<file path="src/rtl/ps2_receiver_if.sv">
// PS/2 receive bundle: raw PS/2 lines in, decoded byte and status strobes out.
// Latency: none (wiring only).
// Backpressure: none; the consumer must take each strobe in the cycle it fires.
interface ps2_receiver_if;
    logic       PS2Clk;
    logic       PS2Data;
    logic [7:0] Dout;
    logic       Valid;
    logic       ParityErr;
    logic       FrameErr;
    logic       Busy;

    // Receiver side: samples the lines, drives the result.
    modport master (
        input  PS2Clk,
        input  PS2Data,
        output Dout,
        output Valid,
        output ParityErr,
        output FrameErr,
        output Busy
    );

    // Line driver / byte consumer side.
    modport slave (
        output PS2Clk,
        output PS2Data,
        input  Dout,
        input  Valid,
        input  ParityErr,
        input  FrameErr,
        input  Busy
    );
endinterface

</file>
<file path="src/rtl/ps2_receiver.sv">
// PS/2 host receiver: deserialises 11-bit frames (start, 8 data LSB first, odd parity, stop).
// Latency: strobe 3 CLK edges after the stop-bit PS2Clk fall (+FILTER_LEN with PS2_RX_FILTER_EN).
// Backpressure: none; Valid/ParityErr/FrameErr are one-cycle strobes, exactly one per frame.
module ps2_receiver #(
    parameter int TIMEOUT_CYCLES = 5000,
    parameter int FILTER_LEN     = 4
) (
    input  logic              CLK,
    input  logic              Resetn,
    ps2_receiver_if.master    bus
);

    localparam int              TW      = $clog2(TIMEOUT_CYCLES + 1);
    localparam logic [TW-1:0]   TO_LAST = TW'(TIMEOUT_CYCLES - 1);
    localparam logic [TW-1:0]   TO_ONE  = TW'(1);

    typedef enum logic [1:0] {
        IDLE  = 2'd0,
        SHIFT = 2'd1,
        CHECK = 2'd2
    } state_t;

    state_t         state_q,    state_d;
    logic           clk_s1_q,   clk_s1_d;
    logic           clk_s2_q,   clk_s2_d;
    logic           dat_s1_q,   dat_s1_d;
    logic           dat_s2_q,   dat_s2_d;
    logic           clk_prev_q, clk_prev_d;
    logic [3:0]     bitcnt_q,   bitcnt_d;
    logic [9:0]     shift_q,    shift_d;
    logic [TW-1:0]  to_cnt_q,   to_cnt_d;
    logic [7:0]     dout_q,     dout_d;
    logic           valid_q,    valid_d;
    logic           perr_q,     perr_d;
    logic           ferr_q,     ferr_d;
    logic           clk_lvl;
    logic           fe;

    // Two-flop synchronisers for both PS/2 lines; edge detector history.
    always_comb begin
        clk_s1_d   = bus.PS2Clk;
        clk_s2_d   = clk_s1_q;
        dat_s1_d   = bus.PS2Data;
        dat_s2_d   = dat_s1_q;
        clk_prev_d = clk_lvl;
    end

`ifdef PS2_RX_FILTER_EN
    localparam logic [3:0] FLT_LAST = 4'(FILTER_LEN - 1);

    logic       flt_q,     flt_d;
    logic [3:0] flt_cnt_q, flt_cnt_d;

    // Deglitch: filtered level flips only after FILTER_LEN consecutive differing samples.
    always_comb begin
        flt_d     = flt_q;
        flt_cnt_d = 4'd0;
        if (clk_s2_q != flt_q) begin
            if (flt_cnt_q == FLT_LAST) begin
                flt_d = clk_s2_q;
            end else begin
                flt_cnt_d = flt_cnt_q + 4'd1;
            end
        end
    end

    // Filter state register; level resets to the idle-high line state.
    always_ff @(posedge CLK) begin
        if (!Resetn) begin
            flt_q     <= 1'b1;
            flt_cnt_q <= 4'd0;
        end else begin
            flt_q     <= flt_d;
            flt_cnt_q <= flt_cnt_d;
        end
    end

    assign clk_lvl = flt_q;
`else
    assign clk_lvl = clk_s2_q;
`endif

    assign fe = clk_prev_q & ~clk_lvl;

    // Frame FSM: strobes and Dout are registered on entry to CHECK so they are
    // visible during the CHECK cycle; the timeout strobe shows in the following IDLE cycle.
    always_comb begin
        state_d  = state_q;
        bitcnt_d = bitcnt_q;
        shift_d  = shift_q;
        to_cnt_d = to_cnt_q;
        dout_d   = dout_q;
        valid_d  = 1'b0;
        perr_d   = 1'b0;
        ferr_d   = 1'b0;
        unique case (state_q)
            IDLE: begin
                if (fe && !dat_s2_q) begin
                    state_d  = SHIFT;
                    bitcnt_d = 4'd0;
                    to_cnt_d = '0;
                end
            end
            SHIFT: begin
                if (fe) begin
                    shift_d  = {dat_s2_q, shift_q[9:1]};
                    bitcnt_d = bitcnt_q + 4'd1;
                    to_cnt_d = '0;
                    if (bitcnt_q == 4'd9) begin
                        // shift_q[8:1] = data, shift_q[9] = parity, dat_s2_q = stop.
                        state_d = CHECK;
                        if (!dat_s2_q) begin
                            ferr_d = 1'b1;
                        end else if (!(^shift_q[9:1])) begin
                            perr_d = 1'b1;
                        end else begin
                            dout_d  = shift_q[8:1];
                            valid_d = 1'b1;
                        end
                    end
                end else if ((to_cnt_q + TO_ONE) == TO_LAST) begin
                    // Counter reaches its terminal value with no edge: abort the frame.
                    ferr_d   = 1'b1;
                    state_d  = IDLE;
                    to_cnt_d = '0;
                end else begin
                    to_cnt_d = to_cnt_q + TO_ONE;
                end
            end
            CHECK: begin
                state_d = IDLE;
            end
            default: begin
                state_d = IDLE;
            end
        endcase
    end

    // State register with synchronous active-low reset.
    always_ff @(posedge CLK) begin
        if (!Resetn) begin
            state_q    <= IDLE;
            clk_s1_q   <= 1'b1;
            clk_s2_q   <= 1'b1;
            dat_s1_q   <= 1'b1;
            dat_s2_q   <= 1'b1;
            clk_prev_q <= 1'b1;
            bitcnt_q   <= 4'd0;
            shift_q    <= 10'd0;
            to_cnt_q   <= '0;
            dout_q     <= 8'h00;
            valid_q    <= 1'b0;
            perr_q     <= 1'b0;
            ferr_q     <= 1'b0;
        end else begin
            state_q    <= state_d;
            clk_s1_q   <= clk_s1_d;
            clk_s2_q   <= clk_s2_d;
            dat_s1_q   <= dat_s1_d;
            dat_s2_q   <= dat_s2_d;
            clk_prev_q <= clk_prev_d;
            bitcnt_q   <= bitcnt_d;
            shift_q    <= shift_d;
            to_cnt_q   <= to_cnt_d;
            dout_q     <= dout_d;
            valid_q    <= valid_d;
            perr_q     <= perr_d;
            ferr_q     <= ferr_d;
        end
    end

    assign bus.Dout      = dout_q;
    assign bus.Valid     = valid_q;
    assign bus.ParityErr = perr_q;
    assign bus.FrameErr  = ferr_q;
    assign bus.Busy      = (state_q == SHIFT);

endmodule

</file>
<file path="src/flat_wrapper.sv">
// flat-port wrapper written by rule: the top's interface ports become plain ports
module ps2_receiver_flat 
#(
    parameter int TIMEOUT_CYCLES = 5000,
    parameter int FILTER_LEN     = 4
)
  (CLK, Resetn, bus_PS2Clk, bus_PS2Data, bus_Dout, bus_Valid, bus_ParityErr, bus_FrameErr, bus_Busy);
  ps2_receiver_if bus_i ();
  input  logic CLK;
  input  logic Resetn;
  input wire logic [$bits(bus_i.PS2Clk)-1:0] bus_PS2Clk;
  input wire logic [$bits(bus_i.PS2Data)-1:0] bus_PS2Data;
  output wire logic [$bits(bus_i.Dout)-1:0] bus_Dout;
  output wire logic [$bits(bus_i.Valid)-1:0] bus_Valid;
  output wire logic [$bits(bus_i.ParityErr)-1:0] bus_ParityErr;
  output wire logic [$bits(bus_i.FrameErr)-1:0] bus_FrameErr;
  output wire logic [$bits(bus_i.Busy)-1:0] bus_Busy;
  assign bus_i.PS2Clk = bus_PS2Clk;
  assign bus_i.PS2Data = bus_PS2Data;
  assign bus_Dout = bus_i.Dout;
  assign bus_Valid = bus_i.Valid;
  assign bus_ParityErr = bus_i.ParityErr;
  assign bus_FrameErr = bus_i.FrameErr;
  assign bus_Busy = bus_i.Busy;
  ps2_receiver #(.TIMEOUT_CYCLES(TIMEOUT_CYCLES), .FILTER_LEN(FILTER_LEN)) u_core (.CLK(CLK), .Resetn(Resetn), .bus(bus_i));
endmodule
</file>
<file path="config.mk">
export PLATFORM = sky130hd
export DESIGN_NAME = ps2_receiver_flat
export DESIGN_NICKNAME = d
export VERILOG_FILES = /design/src/rtl/ps2_receiver_if.sv /design/src/rtl/ps2_receiver.sv /design/src/flat_wrapper.sv
export SDC_FILE = /design/constraint.sdc
export NUM_CORES = 1
export LEC_CHECK = 0
export BUFFER_PORTS_ARGS = -buffer_cell sky130_fd_sc_hd__clkbuf_2
export CORE_MARGIN = 8
export CORE_UTILIZATION = 30
export CTS_BUF_LIST = sky130_fd_sc_hd__clkbuf_8 sky130_fd_sc_hd__clkbuf_16
export DETAILED_ROUTE_END_ITERATION = 8
export PLACE_DENSITY_LB_ADDON = 0.12
export SLEW_MARGIN = 15
export SYNTH_ARGS = -nofsm -noshare
export SYNTH_HDL_FRONTEND = slang
export SYNTH_SLANG_ARGS = --single-unit
</file>
<file path="constraint.sdc">
create_clock -name CLK -period 2.4 [get_ports CLK]
set_clock_uncertainty 0.05 [all_clocks]
set_input_delay 0.12 -clock CLK [delete_from_list [all_inputs] [get_ports CLK]]
set_output_delay 0.12 -clock CLK [all_outputs]
set_load 0.005 [all_outputs]
</file>
Yosys cells after proc, flatten, opt, wreduce, memory -nomap -nowiden
Index checks and enable logic that the tools add are counted.
{ "totals": {"ff_bits": 45, "wordCells": 54, "output_inout_bits": 12, "in_bits": 4} }
{ "op_classes": {"n_mux": 18, "bitwise_logic": 2, "n_addsub": 2, "n_eq_ne": 7, "n_reduce_logical": 12} }
{ "op_table": {"columns": ["cell", "count"], "rows": [
  ["2-to-1 mux 13 bit", 3],
  ["case mux 13 bit (2 select lines)", 1],
  ["adder 13 x 1 -> 13 bit (second input constant)", 1],
  ["equality test 13 bit (second input constant)", 1],
  ["AND reduction 5 bit", 2],
  ["XOR reduction 9 bit", 1],
  ["2-to-1 mux 2 bit", 4],
  ["2-to-1 mux 4 bit", 2],
  ["case mux 4 bit (2 select lines)", 1],
  ["2-to-1 mux 1 bit", 6],
  ["AND reduction 2 bit", 3],
  ["AND reduction 3 bit", 2],
  ["adder 4 x 1 -> 4 bit (second input constant)", 1],
  ["equality test 4 bit (second input constant)", 1],
  ["!= test 2 x 1 -> 1 bit (second input constant)", 2],
  ["case mux 2 bit (2 select lines)", 1],
  ["!= test 3 x 1 -> 1 bit (second input constant)", 1],
  ["!= test 3 bit (second input constant)", 1],
  ["equality test 2 x 1 -> 1 bit (second input constant)", 1],
  ["zero test 2 bit", 1],
  ["nonzero test 2 bit", 1],
  ["bitwise AND 1 bit", 1],
  ["logical AND 1 bit", 1],
  ["zero test 1 bit", 1],
  ["inverter 1 bit", 1]
]} }

Depth between registers and ports, before layout
{ "logic_depth": {"ltp_word": 5, "ltp_mapped": 7, "mapped_depth_nobuf": 7} }

Worst setup path after synthesis
No wires, ideal clock.
{ "synth_timing": {"path_type": "reg2reg", "start": "reg u_core.to_cnt_q[0]", "end": "reg u_core.to_cnt_q[8]", "t_arrival_ns": 2.031, "path_stages_with_launch": 8, "setup_slack_ns": 0.198, "setup_time_ns": 0.121, "required_ns": 2.229, "cell_sequence": "dfxtp_1 -> ha_1 -> and4_1 -> and4_1 -> o21ai_1 -> a2111oi_4 -> o31ai_1 -> mux2_4"} }
{ "synth_between": {"elab_chain_cells": 5} }
{ "synth_rtl": {"columns": ["item", "line_no", "text"], "rows": [
  ["start, declared", "ps2_receiver.sv:31", "logic [TW-1:0] to_cnt_q, to_cnt_d;"],
  ["start signal, assigned", "ps2_receiver.sv:164", "to_cnt_q <= to_cnt_d;"],
  ["adder 13 x 1 -> 13 bit *", "ps2_receiver.sv:121, ps2_receiver.sv:127", null],
  ["equality test 13 bit", "ps2_receiver.sv:121", "end else if ((to_cnt_q + TO_ONE) == TO_LAST) begin"],
  ["2-to-1 mux 13 bit *", "ps2_receiver.sv:121", null],
  ["2-to-1 mux 13 bit *", "ps2_receiver.sv:105", "if (fe) begin"],
  ["case mux 13 bit (2 select lines) *", "ps2_receiver.sv:96", "unique case (state_q)"]
]} }
Every way passes the cells marked *; elsewhere a longest branch is shown, timed or not.
A chain may end at the register's enable or synchronous reset.

Worst setup path in the final report
{ "layout_timing": {"start": "reg u_core.to_cnt_q[4]", "end": "reg u_core.to_cnt_q[4]"} }
The elaborated chain is that of the path after synthesis.

==> metrics.txt <==
clock power share=39.6%; Worst EP required=2540 ps; cts bufs inserted=5; hold_buf cts=2; status=finished clean; Mapped Area=2082 um2; Final Critical Period=2202 ps; number of synthesized flops with an enable pin=0; critical path class=reg2reg; Area Growth Syn to Fin=15.38%; Hold Vio Cnt, Final=0; TNS Setup=0 ps; layout cells sized above 1=15.42%; Net Count, Synth=236; crit start category=flop; Synth Register Bits=44; mean post-synth cell area=9.132 um2; register area share after synthesis=42.31%; Final Wtd Congestion=0.7766; n_diodes=0; global-route wire length before repair=7.334 mm; Detail Route Antenna Nets=0; Slew Viols, Final=0; Pleak=0.9254 nW; cell taking the most area after synthesis=dfxtp_1; I/O pin total=16; CTS tree=built; Yosys top cell area share=42.31%; post-CTS setup buffer count=0; Setup crit end kind=flop; vias per cell=4.817; Clock Sinks=44; Cells after Synth=228; synth top area cells=dfxtp_1 (42%), nand2_1 (5.6%), mux2i_1 (3.8%), nor2b_1 (3.3%), a21boi_0 (3.2%); VDD IR max=0.2419 mV; drt first pass iters=4; Max-Cap Viols=0; ys async rst share=0%; largest net degree at the start of global routing=33; total global routing overflow=0; Worst EP arrival=2340 ps; Global Route Usage Sum=9.213%; via count=1,604; PwrDens=531.8 nW/um2; Clock H-tree levels=2; DRT Wirelength=4.432 mm; Sw Ratio=23.10%; initial antenna violation count=0; worst-margin pin slew=447.0 ps; dpl cells=323; flop2flop setup slack=200 ps; Max-slew headroom=70.02%; Max FO, Critical Path=10; post-DP HPWL=3.097 mm; Main synth FF type=dfxtp_1; Initial Util=30.81%; HP Class=in2reg; Die Ht=99.31 um; combinational group share of total power=2.8%; Clock Tree Buf Depth=2; Post-synth top cells=dfxtp_1 (44), nand2_1 (31), nor2b_1 (11); Int Pwr=0.0009824 W; wire per inst=13.31 um; Clock Tree Root=clkbuf_8; Core ar.=6756 um2; Remaining DRCs=0; Peak Freq=454.2 MHz; Reg clk slew, reported paths=90 ps; Clock Latency Late Sink=300 ps; nets@finish=260; Yosys Warn Count=0; Layout Cells excl Fill=333; post-synth cell types=46; Port-buffer cells=15; RSZ-0062 raised after global routing=false; # rows=30; Final Cycle Share=91.74%; most frequent cell after synthesis=dfxtp_1; sw power=0.0002951 W; post_cts resized=0; final setup fails=0; Die Wd=99.31 um; Die ar.=9861 um2; power share of the sequential group=57.6%; vias in the first global route=1,495; initial detailed-routing violation count=59
## worst max-delay path: stages (launching register included)
cell and delay, ps:
dfxtp_1 500, nand4_2 230, nor3_4 250, xnor2_1 130, a2111oi_4 480, nand2b_1 320
o31ai_1 110
## cell type report
class	instances	area, um2
tap	80	100.1
fill	706	4354
timing repair buffer	26	162.7
inverter	4	15.01
clock inverter	2	15.01
multi-input combinational	171	1146
sequential	44	880.8
clock buffer	6	82.58
## path summary, 6_finish.rpt
check                startpoint                  to  cells past startpoint
min reg2reg     u_core.clk_s1_q      u_core.clk_lvl                      1
min                      Resetn  u_core.to_cnt_q[9]                      4
max          u_core.to_cnt_q[4]  u_core.to_cnt_q[4]                      6
max reg2reg  u_core.to_cnt_q[4]  u_core.to_cnt_q[4]                      6
## power by group through the flow
stage / combinational, W / sequential [W] / clock, W
after CTS: 0.0000362 / 0.000736 / 0.000532
final: 0.0000352 / 0.000736 / 0.000506
after global placement: 0.0000341 / 0.000753 / 0
after global routing: 0.0000389 / 0.000737 / 0.000559
after floorplan: 0.0000228 / 0.000753 / 0
after detailed placement: 0.0000336 / 0.000753 / 0
## metrics by stage
| step | setup slack [ps] | cell area (um2) | utilization [%] | hold WS (ps) | power [W] |
|---|---|---|---|---|---|
| floorplan | 198.2 | 2082 | - | 171.5 | 0.0007754 |
| global placement | 181.3 | 2285 | 33.81 | 253.8 | 0.0007874 |
| detailed placement | 195.9 | 2285 | 33.81 | 255.6 | 0.0007867 |
| CTS | 174.6 | 2402 | 35.56 | 221.1 | 0.001304 |
| global route | 11.73 | 2402 | 35.56 | 230.8 | 0.001335 |
| finish | 198.4 | 2402 | 35.56 | 217.8 | 0.001278 |
## cells by family (layout without fill, tap and decap cells)
family,count (synthesis),in the layout,share of synthesized area [%]
DFF,44,44,42.31
buffers and inverters,13,38,2.644
and+or+nand+nor,101,101,26.74
adders and majority gates,4,4,2.404
AOI/OAI and AO/OA,45,45,15.62
muxes,9,9,4.567
xor gates and xnor gates,12,12,5.709
## routing by layer
layer | up-vias | track usage (%) | share of wire [%]
met5 | - | 0 | 0
met4 | 0 | 4.540 | 2.1
met3 | 8 | 2.095 | 3.0
met2 | 18 | 13.53 | 43
met1 | 726 | 12.31 | 52
li1 | 852 | - | -
## sequential cells by signal, indices dropped and copies added, names as in the netlist
| name | flops |
|---|---|
| u_core.clk_s1_q | 1 |
| u_core.bus.FrameErr | 1 |
| u_core.bus.Valid | 1 |
| u_core.clk_prev_q | 1 |
| u_core.bus.Dout | 8 |
| u_core.to_cnt_q | 13 |
| u_core.state_q | 2 |
| u_core.bitcnt_q | 4 |
| u_core.dat_s2_q | 1 |
| u_core.shift_q | 9 |
| u_core.dat_s1_q | 1 |
| u_core.bus.ParityErr | 1 |
| u_core.clk_lvl | 1 |
## placed cells by master (no fill, tap or decap), types with 7 or more instances in the layout
cell type and n:
o31ai_1 7, buf_4 9, nand2b_1 10, nor2b_1 11
nand2_1 31, dfxtp_1 44, clkbuf_2 15, nand3_1 7
a21boi_0 9, nor2_1 10, and3_1 7, mux2i_1 8
(Power assumes the default switching activity.)
